===== src/rtl/cpu_run_ctrl.sv =====
// cpu_run_ctrl: derives the accumulator CPU's phase clocks from the system
// clock (8 clk periods per instruction cycle). It also provides start / stop /
// single-step / halt run control, instruction and cycle counters, and an
// optional instruction-cycle watchdog.
module cpu_run_ctrl #(
  parameter int CNT_W      = 16,
  parameter int MAX_CYCLES = 0
) (
  input  logic             clk,
  input  logic             rst_,
  input  logic             start,
  input  logic             step,
  input  logic             stop,
  input  logic             clear,
  input  logic             halt,
  input  logic             load_ir,
  output logic             cntrl_clk,
  output logic             alu_clk,
  output logic             fetch,
  output logic             running,
  output logic             halted,
  output logic             timeout,
  output logic [CNT_W-1:0] instr_count,
  output logic [CNT_W-1:0] cycle_count
);

  typedef enum logic [1:0] {
    S_IDLE   = 2'd0,
    S_RUN    = 2'd1,
    S_STEP   = 2'd2,
    S_HALTED = 2'd3
  } state_t;

  localparam logic [CNT_W-1:0] MAX_C = CNT_W'(MAX_CYCLES);
  localparam bit               WD_EN = (MAX_CYCLES != 0);

  state_t           state_q, state_d;
  logic [2:0]       ph_q, ph_d;
  logic [CNT_W-1:0] icnt_q, icnt_d;
  logic [CNT_W-1:0] ccnt_q, ccnt_d;
  logic [CNT_W-1:0] ccnt_inc;
  logic             stop_req_q, stop_req_d;
  logic             timeout_q, timeout_d;
  logic             load_ir_q;
  logic             cntrl_clk_q, alu_clk_q, fetch_q, running_q, halted_q;
  logic             active, boundary, clr_ok;

  // Counters stick at all-ones rather than wrapping.
  function automatic logic [CNT_W-1:0] sat_inc(input logic [CNT_W-1:0] v);
    return (&v) ? v : v + {{(CNT_W-1){1'b0}}, 1'b1};
  endfunction

  // Next-state: phase counter, run-control FSM, counters, stop request.
  always_comb begin
    active     = (state_q == S_RUN) || (state_q == S_STEP);
    boundary   = active && (ph_q == 3'd7);
    clr_ok     = clear && ((state_q == S_IDLE) || (state_q == S_HALTED));
    ccnt_inc   = sat_inc(ccnt_q);
    state_d    = state_q;
    ph_d       = active ? ph_q + 3'd1 : 3'd0;
    ccnt_d     = ccnt_q;
    icnt_d     = icnt_q;
    timeout_d  = timeout_q;
    stop_req_d = stop_req_q;

    if (boundary) ccnt_d = ccnt_inc;
    if (load_ir && !load_ir_q) icnt_d = sat_inc(icnt_q);
    if (clr_ok) begin
      icnt_d    = '0;
      ccnt_d    = '0;
      timeout_d = 1'b0;
    end

    case (state_q)
      S_IDLE: begin
        if (start)     state_d = S_RUN;
        else if (step) state_d = S_STEP;
      end
      S_RUN: begin
        if (boundary) begin
          // A stop arriving on the boundary edge belongs to the next cycle.
          stop_req_d = stop;
          if (halt) begin
            state_d = S_HALTED;
          end else if (WD_EN && (ccnt_inc >= MAX_C)) begin
            timeout_d = 1'b1;
            state_d   = S_HALTED;
          end else if (stop_req_q) begin
            state_d = S_IDLE;
          end
        end else begin
          stop_req_d = stop_req_q | stop;
        end
      end
      S_STEP: begin
        if (boundary) state_d = halt ? S_HALTED : S_IDLE;
      end
      S_HALTED: begin
        if (clear) state_d = S_IDLE;
      end
      default: state_d = S_IDLE;
    endcase

    // A pending stop never survives leaving RUN.
    if (state_d != S_RUN) stop_req_d = 1'b0;
  end

  // State, counters and decoded outputs; outputs load from the next-phase
  // decode so they line up with ph_q without any output-side logic.
  always_ff @(posedge clk or negedge rst_) begin
    if (!rst_) begin
      state_q     <= S_IDLE;
      ph_q        <= 3'd0;
      icnt_q      <= '0;
      ccnt_q      <= '0;
      stop_req_q  <= 1'b0;
      timeout_q   <= 1'b0;
      load_ir_q   <= 1'b0;
      cntrl_clk_q <= 1'b0;
      alu_clk_q   <= 1'b0;
      fetch_q     <= 1'b1;
      running_q   <= 1'b0;
      halted_q    <= 1'b0;
    end else begin
      state_q     <= state_d;
      ph_q        <= ph_d;
      icnt_q      <= icnt_d;
      ccnt_q      <= ccnt_d;
      stop_req_q  <= stop_req_d;
      timeout_q   <= timeout_d;
      load_ir_q   <= load_ir;
      cntrl_clk_q <= ph_d[0];
      alu_clk_q   <= (ph_d == 3'd6);
      fetch_q     <= ~ph_d[2];
      running_q   <= (state_d == S_RUN) || (state_d == S_STEP);
      halted_q    <= (state_d == S_HALTED);
    end
  end

  assign cntrl_clk   = cntrl_clk_q;
  assign alu_clk     = alu_clk_q;
  assign fetch       = fetch_q;
  assign running     = running_q;
  assign halted      = halted_q;
  assign timeout     = timeout_q;
  assign instr_count = icnt_q;
  assign cycle_count = ccnt_q;

endmodule


===== config.mk =====
export PLATFORM = sky130hd
export DESIGN_NAME = cpu_run_ctrl
export DESIGN_NICKNAME = d
export VERILOG_FILES = /design/src/rtl/cpu_run_ctrl.sv
export SDC_FILE = /design/constraint.sdc
export NUM_CORES = 1
export LEC_CHECK = 0
export CAP_MARGIN = 20
export CELL_PAD_IN_SITES_DETAIL_PLACEMENT = 1
export CELL_PAD_IN_SITES_GLOBAL_PLACEMENT = 1
export CORE_UTILIZATION = 37
export CTS_BUF_LIST = sky130_fd_sc_hd__clkbuf_4 sky130_fd_sc_hd__clkbuf_8
export DETAILED_ROUTE_END_ITERATION = 7
export GPL_ROUTABILITY_DRIVEN = 1
export PLACE_DENSITY_LB_ADDON = 0.25
export SYNTH_ARGS = -nofsm -noshare
export SYNTH_HDL_FRONTEND = slang
export SYNTH_SLANG_ARGS = --single-unit

===== constraint.sdc =====
create_clock -name clk -period 2.13 [get_ports clk]
set_input_delay 0.426 -clock clk [delete_from_list [all_inputs] [get_ports clk]]
set_output_delay 0.426 -clock clk [all_outputs]
set_load 0.02 [all_outputs]

==> results.py <==
metrics = {
    "place": {
        "dp_slack_ns": -0.0766,
        "globalplace.congestion": 0.799,
        "dp_hpwl_um": 4290,
        "dpl_cell_area_um2": 2950,
        "post-place-cells": 361,
        "port_buffers": 44,
    },
    "route": {
        "drc_errors": 0,
        "ant_nets": 0,
        "firstDrtPassIters": 4,
        "viasPerCell": 5.42,
        "wl_per_cell_um": 15.9,
        "drt_iter0_markers": 83,
        "wirelength_um": 5890,
        "vias": 2011,
    },
    "pwr": {
        "vdd_drop_max_mv": 0.537,
        "pwr_density_cell_nw_per_um2": 811,
        "total_leakage_power_nw": 1.29,
    },
    "critical_path": {
        "crit_type": "register to register",
        "cp-end-kind": "register",
        "cp.required_ns": 2.36,
        "cp_max_fo": 7,
        "crit_arrival_ns": 2.17,
        "critPathLaunchType": "register",
    },
    "synthesis": {
        "netlist.area_leader.share": 0.450,
        "yosysWarnings": 0,
        "ys_ff_latch": 43,
        "synth_nets": 251,
        "synth_area_leaders": "dfrtp_1 45%, ha_1 5.4%, xnor2_1 5.3%, nand2_1 3.7%, nor2_1 3.2%",
        "synth_top_flop_cell": "dfrtp_1",
        "synth_area_um2": 2330,
        "synth_edf_count": 0,
        "synth.distinct_cells": 52,
        "seq_area_frac_synth": 0.462,
        "yosysTopAreaCell": "dfrtp_1",
        "async_reset_ff_frac": 1.00,
        "avgSynthCellArea_um2": 10.0,
        "synth_cells": 233,
    },
    "clock_tree": {
        "htreeDepth": 2,
        "cts_tree": "built",
        "path_clk_slew_ns": 0.09,
        "cts_buffers": 5,
        "root_buffer": "clkbuf_8",
        "clockBufferDepth": 2,
        "cts.sinks": 43,
        "clock_latency_ns": 0.30,
    },
    "hold_path": {
        "hold_class": "primary input to asynchronous set/reset pin",
    },
    "timing": {
        "relSlewSlack": 0.670,
        "worst_slack_ns": 0.194,
        "fin_skew_ns": 0.00597,
        "max_freq_mhz": 516,
        "post-route-period-util": 0.909,
        "rsz0062_at_grt": "no",
        "worst_slew_pin_slew_ns": 0.490,
        "hold_viol": 0,
        "final-max-slew-violation-count": 0,
        "min_period_ns": 1.94,
        "setup_viol": 0,
    },
    "die": {
        "core-area_um2": 5990,
        "die_area_um2": 6630,
        "die-height_um": 81.4,
        "initial_core_util": 0.390,
        "pin_count": 46,
        "fp.dieW_um": 81.4,
        "row_count": 28,
    },
    "grt": {
        "grt_pass1_wl_um": 10100,
        "grt_max_degree": 22,
        "grt_pass1_vias": 2059,
        "grt-ovfl-total": 0,
        "antenna_found_initial": 0,
        "grt_use_total": 0.204,
    },
    "run": {
        "drv_cap": 0,
    },
    "layout": {
        "drive_gt1_frac": 0.128,
        "fin_area_um2": 3080,
        "layout.nets": 313,
        "fin_cells": 371,
        "antenna_cells": 0,
        "area_delta_synth_final_pct": 32.0,
    },
    "status": {
        "outcome": "completed",
    },
}
## metrics by stage
stage	total power [mW]	setup TNS, ns	hold slack (ns)	utilization
floorplan	1.47	0	0.130	-
global placement	1.82	-0.00953	0.411	0.492
detailed placement	1.84	-0.197	0.410	0.492
CTS	2.51	0	0.0764	0.511
global route	2.67	0	0.0902	0.514
finish	2.50	0	0.0689	0.514
## state kept, by name, summed over array words and instances (netlist names)
signal and count:
cycle_count 16, instr_count 16, ph_q 3, state_q 2, alu_clk 1, fetch 1
halted 1, load_ir_q 1, running 1, stop_req_q 1
## final timing paths
| path | from | to | slack, ns | depth (start not counted) |
|---|---|---|---|---|
| setup / recovery | cycle_count[0]$_DFFE_PN0P_ | cycle_count[11]$_DFFE_PN0P_ | 0.19 | 6 |
| hold / removal | rst_ | instr_count[14]$_DFFE_PN0P_ | 0.07 | 1 |
| setup reg to reg | cycle_count[0]$_DFFE_PN0P_ | cycle_count[11]$_DFFE_PN0P_ | 0.19 | 6 |
| hold reg to reg | ph_q[0]$_DFF_PN0_ | ph_q[0]$_DFF_PN0_ | 0.48 | 1 |
| max in group asynchronous | rst_ | fetch$_DFF_PN1_ | 1.42 | 2 |
| min in group clk | ph_q[0]$_DFF_PN0_ | ph_q[0]$_DFF_PN0_ | 0.48 | 1 |
## cells in the mapped netlist (2+ instances only)
| cell | n |
|---|---|
| xor2_1 | 4 |
| clkbuf_1 | 3 |
| o21ai_1 | 9 |
| and3_1 | 3 |
| dfrtp_1 | 42 |
| mux2i_1 | 2 |
| o21ai_0 | 4 |
| and4_1 | 3 |
| nor2b_1 | 5 |
| nand4_1 | 7 |
| nand2b_1 | 4 |
| nor2_1 | 20 |
| a21oi_1 | 9 |
| inv_1 | 6 |
| xnor2_1 | 14 |
| o211ai_1 | 4 |
| ha_1 | 10 |
| and2_1 | 2 |
| nand3_1 | 14 |
| nor4_1 | 4 |
| nor3_1 | 11 |
| nand2_1 | 23 |
## logic make-up after synthesis
kind of cell	Yosys count	synth area share
AO/OA/AOI/OAI	37	0.103
XOR/XNOR	18	0.0676
adder cells (fa/ha/maj)	10	0.0536
buffers and inverters	11	0.0225
flip-flops	43	0.462
multiplexers	3	0.0134
other	1	0.00161
AND/OR/NAND/NOR	110	0.277
## per-layer routing
layer / vias to the layer above / track usage / share of wire
met4: 0 / 0.0643 / 0.013
li1: 962 / - / -
met2: 46 / 0.346 / 0.50
met3: 8 / 0.0389 / 0.040
met5: - / 0 / 0
met1: 995 / 0.262 / 0.45
## critical path, cell delays in order (launching register included)
cell     delay (ns)
dfrtp_1        0.42
ha_1           0.24
nand4_1        0.24
or4_4          0.50
a21oi_4        0.27
a21oi_1        0.07
mux2i_1        0.14
## placed cells by master (no fill, tap or decap), types with 2 or more instances in the layout
cell,Yosys,final
clkdlybuf4s50_1,0,43
inv_1,6,6
nor3_1,11,11
ha_1,10,10
o21ai_0,4,4
a21oi_1,9,9
nor2b_1,5,5
and2_1,2,2
nor4_1,4,4
nand2_1,23,23
nand4_1,7,7
buf_4,1,15
clkbuf_8,0,5
o21ai_1,9,9
nand3_1,14,14
and4_1,3,3
dfrtp_1,42,41
and3_1,3,3
mux2i_1,2,2
xor2_1,4,4
nor2_1,20,20
nand2b_1,4,4
o211ai_1,4,4
xnor2_1,14,14
## power breakdown
group          switching (mW)  internal [mW]  total (mW)
Clock                   0.294          0.363       0.657
Sequential             0.0732          0.916       0.989
Combinational           0.474          0.377       0.851
## what timing repair did
item                                    4_1_cts  5_1_grt
buffers inserted                              0        2
hold buffers                                  0        0
gates resized for setup                       0        1
endpoints found under the setup margin        0        2
hold endpoints to repair                      0        0
## layout make-up
| type | count | area, µm² |
|---|---|---|
| inverter | 6 | 22.5 |
| clock buffer | 6 | 76.3 |
| fill | 674 | 2910 |
| clock inverter | 2 | 37.5 |
| timing repair buffer | 60 | 568 |
| tap | 75 | 93.8 |
| sequential | 43 | 1080 |
| multi-input combinational | 179 | 1200 |
No activity file was read; power rests on OpenSTA's default activity.
